`src/rtl/skip_init_mc_if.sv`:
```
// Lane bundle between the skip initializer and the skip datapath.
// master drives the per-lane tokens and data; slave (the initializer) returns flags.
interface skip_init_mc_if #(
    parameter int unsigned NUM_CH = 4,
    parameter int unsigned DATA_W = 32,
    parameter int unsigned CNT_W  = 8
) ();
    logic [NUM_CH-1:0]        i_valid;
    logic [NUM_CH-1:0]        i_aux;
    logic [NUM_CH-1:0]        i_rls;
    logic [NUM_CH-1:0]        i_shared;
    logic [NUM_CH-1:0]        i_nonzero;
    logic [NUM_CH-1:0]        i_sent;
    logic [NUM_CH*DATA_W-1:0] i_data;
    logic [NUM_CH-1:0]        o_ready;
    logic [NUM_CH-1:0]        o_store;
    logic [NUM_CH-1:0]        o_zero;
    logic [NUM_CH-1:0]        o_shared;
    logic [NUM_CH-1:0]        o_send_szero;
    logic [NUM_CH-1:0]        o_send_snzero;
    logic [NUM_CH-1:0]        o_run_noshared;
    logic [NUM_CH*DATA_W-1:0] o_sdata;
    logic [NUM_CH*CNT_W-1:0]  o_skip_cnt;

    modport master (
        output i_valid, i_aux, i_rls, i_shared, i_nonzero, i_sent, i_data,
        input  o_ready, o_store, o_zero, o_shared, o_send_szero, o_send_snzero,
               o_run_noshared, o_sdata, o_skip_cnt
    );

    modport slave (
        input  i_valid, i_aux, i_rls, i_shared, i_nonzero, i_sent, i_data,
        output o_ready, o_store, o_zero, o_shared, o_send_szero, o_send_snzero,
               o_run_noshared, o_sdata, o_skip_cnt
    );
endinterface

```
`src/rtl/skip_init_mc.sv`:
```
// Multi-lane skip initializer: per lane, classifies the aux block header (no-shared,
// shared-zero, shared-nonzero), captures the shared word, sequences the init FSM and
// counts valid words seen in RUN (saturating).
// Optional: define SKIP_INIT_ONESHOT_EN to make the shared sends one-cycle pulses per block.
module skip_init_mc #(
    parameter int unsigned NUM_CH = 4,
    parameter int unsigned DATA_W = 32,
    parameter int unsigned CNT_W  = 8
) (
    input logic           clock,
    input logic           reset,
    skip_init_mc_if.slave bus_io
);

    typedef enum logic [1:0] {StIdle, StZero, StNzro, StRun} state_e;

    localparam logic [CNT_W-1:0] CntMax = {CNT_W{1'b1}};
    localparam logic [CNT_W-1:0] CntOne = {{(CNT_W-1){1'b0}}, 1'b1};

    for (genvar k = 0; k < NUM_CH; k++) begin : g_lane
        logic              valid, aux, rls, shared, nonzero, sent;
        logic [DATA_W-1:0] data;

        state_e            state_q, state_d;
        logic              r_valid_q;
        logic              kick_ns_q, kick_ns_d;
        logic              kick_z_q, kick_z_d;
        logic              kick_nz_q, kick_nz_d;
        logic              stored_q, stored_d;
        logic [DATA_W-1:0] sdata_q, sdata_d;
        logic [CNT_W-1:0]  cnt_q, cnt_d;
        logic              store, any_kick, hdr, send_z_raw, send_nz_raw, send_z, send_nz;

        assign valid   = bus_io.i_valid[k];
        assign aux     = bus_io.i_aux[k];
        assign rls     = bus_io.i_rls[k];
        assign shared  = bus_io.i_shared[k];
        assign nonzero = bus_io.i_nonzero[k];
        assign sent    = bus_io.i_sent[k];
        assign data    = bus_io.i_data[k*DATA_W +: DATA_W];

        assign any_kick = kick_ns_q | kick_z_q | kick_nz_q;
        // A header only classifies a lane that holds no pending classification, which keeps
        // the kick registers one-hot even when a no-shared lane idles in IDLE.
        assign hdr      = (state_q == StIdle) & aux & valid & ~any_kick;
        assign store    = ~stored_q & (kick_z_q | kick_nz_q) & valid;

        // Init FSM next state; release beats every other transition outside IDLE.
        always_comb begin
            state_d = state_q;
            case (state_q)
                StIdle: begin
                    if (kick_z_q)       state_d = StZero;
                    else if (kick_nz_q) state_d = StNzro;
                end
                StZero:  state_d = rls ? StIdle : (r_valid_q ? StRun : StZero);
                StNzro:  state_d = rls ? StIdle : (valid ? StRun : StNzro);
                StRun:   state_d = rls ? StIdle : StRun;
                default: state_d = StIdle;
            endcase
        end

        // Kick, store and counter next state.
        always_comb begin
            kick_ns_d = kick_ns_q;
            kick_z_d  = kick_z_q;
            kick_nz_d = kick_nz_q;
            stored_d  = stored_q;
            sdata_d   = sdata_q;
            cnt_d     = cnt_q;
            if (rls | sent) begin
                kick_ns_d = 1'b0;
                kick_z_d  = 1'b0;
                kick_nz_d = 1'b0;
            end else if (hdr) begin
                kick_z_d  = shared & ~nonzero;
                kick_nz_d = shared & nonzero;
                kick_ns_d = ~shared;
            end
            if (store) sdata_d = data;
            // Data is still captured on a release cycle; only the stored flag drops.
            if (rls)        stored_d = 1'b0;
            else if (store) stored_d = 1'b1;
            if (rls || (state_d == StRun && state_q != StRun)) begin
                cnt_d = '0;
            end else if (state_q == StRun && valid && cnt_q != CntMax) begin
                cnt_d = cnt_q + CntOne;
            end
        end

        // Lane state registers.
        always_ff @(posedge clock) begin
            if (reset) begin
                state_q   <= StIdle;
                r_valid_q <= 1'b0;
                kick_ns_q <= 1'b0;
                kick_z_q  <= 1'b0;
                kick_nz_q <= 1'b0;
                stored_q  <= 1'b0;
                sdata_q   <= '0;
                cnt_q     <= '0;
            end else begin
                state_q   <= state_d;
                r_valid_q <= valid;
                kick_ns_q <= kick_ns_d;
                kick_z_q  <= kick_z_d;
                kick_nz_q <= kick_nz_d;
                stored_q  <= stored_d;
                sdata_q   <= sdata_d;
                cnt_q     <= cnt_d;
            end
        end

        assign send_z_raw  = stored_q & kick_z_q & ((state_q == StZero) | (state_q == StRun));
        assign send_nz_raw = stored_q & kick_nz_q & ((state_q == StNzro) | (state_q == StRun));

`ifdef SKIP_INIT_ONESHOT_EN
        logic sent_z_q, sent_nz_q;

        assign send_z  = send_z_raw & ~sent_z_q;
        assign send_nz = send_nz_raw & ~sent_nz_q;

        // Remember that this block's send already fired so it pulses once.
        always_ff @(posedge clock) begin
            if (reset || rls) begin
                sent_z_q  <= 1'b0;
                sent_nz_q <= 1'b0;
            end else begin
                if (send_z)  sent_z_q  <= 1'b1;
                if (send_nz) sent_nz_q <= 1'b1;
            end
        end
`else
        assign send_z  = send_z_raw;
        assign send_nz = send_nz_raw;
`endif

        assign bus_io.o_ready[k]        = ((state_q == StIdle) & (kick_z_q | kick_nz_q)) |
                                          (state_q != StIdle) | kick_ns_q;
        assign bus_io.o_store[k]        = store;
        assign bus_io.o_zero[k]         = (state_q == StZero) | kick_z_q;
        assign bus_io.o_shared[k]       = (state_q == StRun);
        assign bus_io.o_send_szero[k]   = send_z;
        assign bus_io.o_send_snzero[k]  = send_nz;
        assign bus_io.o_run_noshared[k] = kick_ns_q;
        assign bus_io.o_sdata[k*DATA_W +: DATA_W] = sdata_q;
        assign bus_io.o_skip_cnt[k*CNT_W +: CNT_W] = cnt_q;
    end

endmodule

```
`src/flat_wrapper.sv`:
```
// flat-port wrapper written by rule: the top's interface ports become plain ports
module skip_init_mc_flat 
#(
    parameter int unsigned NUM_CH = 4,
    parameter int unsigned DATA_W = 32,
    parameter int unsigned CNT_W  = 8
)
  (clock, reset, bus_io_i_valid, bus_io_i_aux, bus_io_i_rls, bus_io_i_shared, bus_io_i_nonzero, bus_io_i_sent, bus_io_i_data, bus_io_o_ready, bus_io_o_store, bus_io_o_zero, bus_io_o_shared, bus_io_o_send_szero, bus_io_o_send_snzero, bus_io_o_run_noshared, bus_io_o_sdata, bus_io_o_skip_cnt);
  skip_init_mc_if #(.NUM_CH(NUM_CH), .DATA_W(DATA_W), .CNT_W(CNT_W)) bus_io_i ();
  input logic clock;
  input logic reset;
  input wire logic [$bits(bus_io_i.i_valid)-1:0] bus_io_i_valid;
  input wire logic [$bits(bus_io_i.i_aux)-1:0] bus_io_i_aux;
  input wire logic [$bits(bus_io_i.i_rls)-1:0] bus_io_i_rls;
  input wire logic [$bits(bus_io_i.i_shared)-1:0] bus_io_i_shared;
  input wire logic [$bits(bus_io_i.i_nonzero)-1:0] bus_io_i_nonzero;
  input wire logic [$bits(bus_io_i.i_sent)-1:0] bus_io_i_sent;
  input wire logic [$bits(bus_io_i.i_data)-1:0] bus_io_i_data;
  output wire logic [$bits(bus_io_i.o_ready)-1:0] bus_io_o_ready;
  output wire logic [$bits(bus_io_i.o_store)-1:0] bus_io_o_store;
  output wire logic [$bits(bus_io_i.o_zero)-1:0] bus_io_o_zero;
  output wire logic [$bits(bus_io_i.o_shared)-1:0] bus_io_o_shared;
  output wire logic [$bits(bus_io_i.o_send_szero)-1:0] bus_io_o_send_szero;
  output wire logic [$bits(bus_io_i.o_send_snzero)-1:0] bus_io_o_send_snzero;
  output wire logic [$bits(bus_io_i.o_run_noshared)-1:0] bus_io_o_run_noshared;
  output wire logic [$bits(bus_io_i.o_sdata)-1:0] bus_io_o_sdata;
  output wire logic [$bits(bus_io_i.o_skip_cnt)-1:0] bus_io_o_skip_cnt;
  assign bus_io_i.i_valid = bus_io_i_valid;
  assign bus_io_i.i_aux = bus_io_i_aux;
  assign bus_io_i.i_rls = bus_io_i_rls;
  assign bus_io_i.i_shared = bus_io_i_shared;
  assign bus_io_i.i_nonzero = bus_io_i_nonzero;
  assign bus_io_i.i_sent = bus_io_i_sent;
  assign bus_io_i.i_data = bus_io_i_data;
  assign bus_io_o_ready = bus_io_i.o_ready;
  assign bus_io_o_store = bus_io_i.o_store;
  assign bus_io_o_zero = bus_io_i.o_zero;
  assign bus_io_o_shared = bus_io_i.o_shared;
  assign bus_io_o_send_szero = bus_io_i.o_send_szero;
  assign bus_io_o_send_snzero = bus_io_i.o_send_snzero;
  assign bus_io_o_run_noshared = bus_io_i.o_run_noshared;
  assign bus_io_o_sdata = bus_io_i.o_sdata;
  assign bus_io_o_skip_cnt = bus_io_i.o_skip_cnt;
  skip_init_mc #(.NUM_CH(NUM_CH), .DATA_W(DATA_W), .CNT_W(CNT_W)) u_core (.clock(clock), .reset(reset), .bus_io(bus_io_i));
endmodule
```
`config.mk`:
```
export PLATFORM = sky130hd
export DESIGN_NAME = skip_init_mc_flat
export DESIGN_NICKNAME = d
export VERILOG_FILES = /design/src/rtl/skip_init_mc_if.sv /design/src/rtl/skip_init_mc.sv /design/src/flat_wrapper.sv
export SDC_FILE = /design/constraint.sdc
export NUM_CORES = 1
export LEC_CHECK = 0
export CAP_MARGIN = 20
export CORE_MARGIN = 3
export CORE_UTILIZATION = 38
export DETAILED_ROUTE_END_ITERATION = 8
export GPL_TIMING_DRIVEN = 0
export PLACE_DENSITY = 0.77
export RECOVER_POWER = 50
export SLEW_MARGIN = 25
export SYNTH_ARGS = -nofsm -noshare
export SYNTH_HDL_FRONTEND = slang
export SYNTH_SLANG_ARGS = --single-unit
```
`constraint.sdc`:
```
create_clock -name clock -period 1.5 [get_ports clock]
set_clock_uncertainty 0.1 [all_clocks]
set_input_delay 0.225 -clock clock [delete_from_list [all_inputs] [get_ports clock]]
set_output_delay 0.225 -clock clock [all_outputs]
set_load 0.05 [all_outputs]
```
# --- After elaboration in Yosys (flattened, before gate mapping) ---
# Index checks and enable logic that the tools add are counted.
op_classes:
  n_addsub: 4
  eq_ne: 24
  muxes: 32
  bitwise_logic: 100
  n_reduce_logical: 36
ops:
  columns: ["op", "count"]
  rows:
  - ["AND 1 bit", 48]
  - ["two-way mux 2 bit", 24]
  - ["bitwise OR 1 bit", 36]
  - ["adder 8 x 1 -> 8 bit (second input constant)", 4]
  - ["inequality test 8 bit (second input constant)", 4]
  - ["one-hot mux 2 bit (4 select lines)", 4]
  - ["equality test 2 bit (second input constant)", 12]
  - ["OR reduction 2 bit", 12]
  - ["NOT 1 bit", 16]
  - ["logical AND 1 bit", 12]
  - ["equality test 2 x 1 -> 1 bit (second input constant)", 4]
  - ["logical NOT 2 bit", 4]
  - ["inequality test 2 bit (second input constant)", 4]
  - ["nonzero test 2 bit", 4]
  - ["logical OR 1 bit", 4]
  - ["two-way mux 1 bit", 4]
word_totals:
  ff_bits: 188
  inputBits: 154
  wordCells: 228

# --- Depth between registers and ports, before layout ---
depth:
  ltp_word: 7
  depth_mapped: 7
  ltp_nobuf: 5

# --- Least setup slack after synthesis ---
# Ideal clock, no wire load.
synth_timing:
  kind: "flip-flop to flip-flop"
  start: "register u_core.g_lane[0].cnt_q[0]"
  end: "register u_core.g_lane[0].cnt_q[1]"
  setup_ps: 121
  arrival_ps: 1658
  required_time_ps: 1279
  slack_ps: -379
  stages_incl_launch_ff: 6
  period_less_slack_ps: 1879
  path_cell_list: "dfxtp_1 ha_1 nand4_1 o21ai_1 mux2i_1 nor2_1"
synth_via:
  elab_chain_cells: 2
synth_rtl:
  columns: ["item", "line_no", "rtl"]
  rows:
  - ["start, declared", "skip_init_mc.sv:31", "logic [CNT_W-1:0] cnt_q, cnt_d;"]
  - ["start signal, assigned", "skip_init_mc.sv:110", "cnt_q <= cnt_d;"]
  - ["branches (longest 2 deep; another with adder 8 x 1 -> 8 bit)", null, null]
# Several ways; the timed one is not identified.
# A chain may end at the register's enable or synchronous reset.

# --- Final worst setup path ---
layout_timing:
  start: "register u_core.g_lane[0].kick_z_q"
  end: "output bus_io_o_ready[0]"
layout_via:
  elab_chain_cells: 4
layout_rtl:
  columns: ["item", "line_no", "rtl"]
  rows:
  - ["start, declared", "skip_init_mc.sv:27", "logic kick_z_q, kick_z_d;"]
  - ["start signal, assigned", "skip_init_mc.sv:106", "kick_z_q <= kick_z_d;"]
  - ["bitwise OR 1 bit", "skip_init_mc.sv:138", "assign bus_io.o_ready[k] = ((state_q == StIdle) & (kick_z_q | kick_nz_q)) |"]
  - ["AND 1 bit", "skip_init_mc.sv:138", null]
  - ["bitwise OR 1 bit", "skip_init_mc.sv:138", null]
  - ["bitwise OR 1 bit", "skip_init_mc.sv:139", "(state_q != StIdle) | kick_ns_q;"]
  - ["end, declared", "flat_wrapper.sv:19", "output wire logic [$bits(bus_io_i.o_ready)-1:0] bus_io_o_ready;"]
# No other way between the ends.

==> key figures <==
STA
  • Relative slew slack: 59.6%
  • RSZ-0062 raised after global routing: true
  • Max Freq: 574 MHz
  • Setup slack after layout: -0.242 ns
  • Final setup violation count: 183
  • Fin crit share: 116%
  • Slew Viols, Final: 0
  • Worst-margin pin slew: 0.606 ns
  • Fin. Hold Viols: 0
  • Min Tclk post-route: 1.74 ns

Floorplan
  • Die Ht: 147 um
  • Starting density of the core: 39.4%
  • Die ar.: 21500 um2
  • # IOs: 342
  • Core box area: 19100 um2
  • Die X: 147 um
  • # rows: 50

Critical path
  • Crit-path max cell delay: 0.35 ns
  • Most frequent CP cell: buf_6
  • R2R setup slack: -0.21 ns
  • Worst setup EP type: primary output
  • Crit-path cells: buf_6 -> nor4b_4 -> inv_1 -> buf_6
  • Path depth of the worst reg2reg path: 10
  • Worst EP arrival: 1.42 ns
  • Crit start category: flip-flop
  • Highest-delay cell along the critical path: dfxtp_4
  • Critical path class: reg -> out
  • Worst Path Required: 1.17 ns
  • R2r startpoint: u_core.g_lane[0].kick_z_q$_SDFFE_PP0P_
  • Reg2reg end: u_core.g_lane[0].sdata_q[23]$_SDFFE_PP0P_
  • Critical path peak fanout: 4

Route
  • Total vias in the final route: 7912
  • Routed wire length per instance: 17.3 um
  • Vias/cell: 4.97
  • WL final: 27.6 mm
  • DRT iter0 DRCs: 287
  • Post-route antenna net violation count: 0
  • Iteration count of the initial detailed-routing pass: 4
  • # DRC: 0

Yosys
  • Syn nets: 1083
  • Seq cells post-synth: 188
  • Mean Syn Cell Area: 8.12 um2
  • Main synth FF type: dfxtp_1
  • Post-synthesis cell count: 925
  • Register area share after synthesis: 50.1%
  • YS warnings: 0
  • Post-synth EDFFs: 0
  • Yosys cell types: 54
  • Post-synth ARST share: 0%
  • Cell Area, Synth: 7510 um2

Min path
  • HP Start: bus_io_i_valid[0]
  • Hold path endpoint: u_core.g_lane[0].r_valid_q$_SDFF_PP0_
  • HP Class: in -> reg
  • Hold path depth: 2

Power
  • LEAKAGE: 4.91 nW
  • Pwr dens: 801 nW/um2
  • Combinational Power Share: 8.4%
  • Sw frac: 24.5%
  • Tot Pwr: 10.1 mW
  • Maximum vdd drop: 0.000767 V
  • Sequential Power Share: 49.5%
  • Net Sw Power: 2.47 mW
  • Clock power share: 42.1%
  • Int Power: 7.61 mW

Clock network
  • CTS root buffer: clkbuf_16
  • CTS H-tree depth: 4
  • Inserted Clock Buffers: 17
  • Clk_lat worst skew: 0.43 ns
  • CTS Sinks: 188
  • CTS Hold Bufs: 0
  • Max Buffers Root-to-Sink: 2
  • CTS tree: yes
  • CTS clk-pin slew, worst paths: 0.07 ns

GRT
  • Initial antenna violation count: 1
  • Grt total ovfl: 0
  • Vias in the first global route: 7412
  • Tot GR Track Use: 23.7%
  • Largest net degree at the start of global routing: 18
  • First-pass GRT wire length: 40.7 mm

Placement
  • Dpl cells: 1526
  • Post-DP HPWL: 19.3 mm
  • Port Buffers: 341
  • Placer Congestion: 0.842
  • Setup WS pre-CTS: -1.54 ns
  • Placed Area: 11400 um2

Run status
  • Status: finished, violations left
  • Failing checks: negative setup slack

Layout
  • Share of cells above drive strength 1: 36.4%
  • Fin cells: 1591
  • Design Area, Final: 12600 um2
  • Final #Nets: 1477
  • # diodes: 0
  • P&R area growth vs syn: 67.6%
  • Fillers: 1606
  • Utilization after layout: 66.0%

Flow run
  • Max-Cap Viols: 0
-- repair_timing --
action,4_1_cts,5_1_grt
buffers inserted,38,15
gates cloned,1,3
endpoints found under the setup margin,341,237
pin swaps,42,59
resized for setup,934,262
-- worst max-delay path: cells and delay by family (launching register included) --
family        cells  cell delay [ns]
buf+inv           3             0.37
flops             1             0.35
simple gates      1             0.27
-- area by class of cell --
class / instances / area, um2 / area share, %
repair buffers: 398 / 3530 / 28.0
flip-flops and latches: 188 / 3890 / 30.9
plain buffers: 46 / 374 / 2.97
inverters: 17 / 86.3 / 0.686
well taps: 260 / 325 / 2.59
clock inverters: 13 / 113 / 0.895
multi-input cells: 651 / 3840 / 30.5
clock buffers: 18 / 429 / 3.41
-- how the worst max path moves through the flow --
stage                                                   to                               startpoint  slack [ns]  depth (start not counted)
floorplan           u_core.g_lane[1].cnt_q[6]$_SDFFE_PP0P_   u_core.g_lane[1].cnt_q[0]$_SDFFE_PP0P_      0.0008                          5
global placement                         bus_io_o_store[3]                        bus_io_i_valid[3]       -1.53                          8
detailed placement                       bus_io_o_store[3]                        bus_io_i_valid[3]       -1.54                          8
CTS                                      bus_io_o_store[2]  u_core.g_lane[2].kick_nz_q$_SDFFE_PP0P_       -0.32                          6
global route                             bus_io_o_ready[0]   u_core.g_lane[0].kick_z_q$_SDFFE_PP0P_       -0.30                          4
finish                                   bus_io_o_ready[0]   u_core.g_lane[0].kick_z_q$_SDFFE_PP0P_       -0.24                          4
-- routing by layer --
| metal | up-vias | track usage (%) | routed length (um) |
|---|---|---|---|
| met3 | 43 | 6.18 | 1710 |
| li1 | 3877 | - | - |
| met4 | 2 | 8.37 | 704 |
| met1 | 3721 | 27.3 | 11000 |
| met5 | - | 0 | 13 |
| met2 | 269 | 42.6 | 14100 |
-- through the flow --
step | TNS, ns | hold slack, ns
after floorplan | 0 | 0.253
after global placement | -133.85 | 0.340
after detailed placement | -125.98 | 0.346
after CTS | -4.15 | 0.187
after global routing | -28.88 | 0.219
final | -18.89 | 0.227
-- synthesized netlist by cell type, drive strengths merged (3+ instances only) --
cell type / n / area [um2]
a211oi: 11 / 82.6
a21boi: 4 / 30.0
a21o: 4 / 30.0
a21oi: 146 / 731
a2bb2oi: 4 / 35.0
a31oi: 3 / 18.8
a41o: 3 / 30.0
a41oi: 3 / 26.3
and2: 7 / 43.8
and3: 10 / 62.6
and3b: 3 / 26.3
and4: 7 / 61.3
buf: 59 / 372
clkbuf: 10 / 37.5
dfxtp: 188 / 3760
ha: 4 / 50.1
inv: 17 / 63.8
mux2i: 5 / 50.1
nand2: 284 / 1070
nand2b: 6 / 37.5
nand3: 7 / 40.0
nand4: 11 / 68.8
nor2: 46 / 173
nor2b: 9 / 56.3
nor3: 19 / 105
nor3b: 3 / 22.5
nor4: 4 / 43.8
o21a: 6 / 45.0
o21ai: 15 / 97.6
or2: 3 / 18.8
xnor2: 6 / 52.6
xor2: 6 / 52.6
-- cells by family (layout without fill, tap and decap cells) --
kind of cell    count (synthesis)  after routing  synth area share (%)
compound gates                206            206                  15.8
xor+xnor                       12             12                  1.40
fa+ha+maj                       4              4                 0.667
buf+inv                        86            492                  6.30
flops                         188            188                  50.1
mux                             5              5                 0.667
simple gates                  424            424                  25.0
-- state kept, by name, summed over array words and instances (netlist names) --
signal                   cells
u_core.g_lane.kick_nz_q      4
u_core.g_lane.state_q        8
u_core.g_lane.kick_ns_q      4
u_core.g_lane.cnt_q         32
u_core.g_lane.sdata_q      128
u_core.g_lane.r_valid_q      4
u_core.g_lane.stored_q       4
u_core.g_lane.kick_z_q       4
-- layout by cell type, fill, tap and decap left out, types with 5 or more instances in the layout --
master           synthesis  final
nand2_1                284    269
dfxtp_4                  0     24
dfxtp_1                188    136
nand4_1                 11     11
nor2_1                  46     40
nor3_4                   0      6
mux2i_1                  5      5
buf_6                    1     41
buf_2                   27     27
inv_1                   13     11
a21oi_2                  0     16
o21a_1                   6      6
nor3_1                  17      6
clkdlybuf4s18_2          0     15
xnor2_1                  6      6
o21ai_4                  1      5
a211oi_2                 0      9
buf_8                    0     19
and3_4                   0      8
buf_4                   29     47
clkbuf_2                 0    105
nand2b_4                 0      5
clkdlybuf4s15_2          0     25
dfxtp_2                  0     28
and4_1                   7      6
a21oi_1                146    130
nand3_1                  6      6
nor3_2                   2      7
nor2b_1                  9      8
clkdlybuf4s50_1          0    148
nand2_4                  0      5
nand2_2                  0     10
clkbuf_16                0     20
xor2_1                   6      6
-- power groups by stage --
stage / Clock [mW] / Sequential (mW) / Combinational [mW]
after floorplan: 0 / 5.18 / 0.190
after global placement: 0 / 5.12 / 0.785
after detailed placement: 0 / 5.12 / 0.786
after CTS: 4.32 / 4.99 / 0.817
after global routing: 4.54 / 4.99 / 0.894
final: 4.24 / 4.99 / 0.845
No activity file was read; power rests on OpenSTA's default activity.
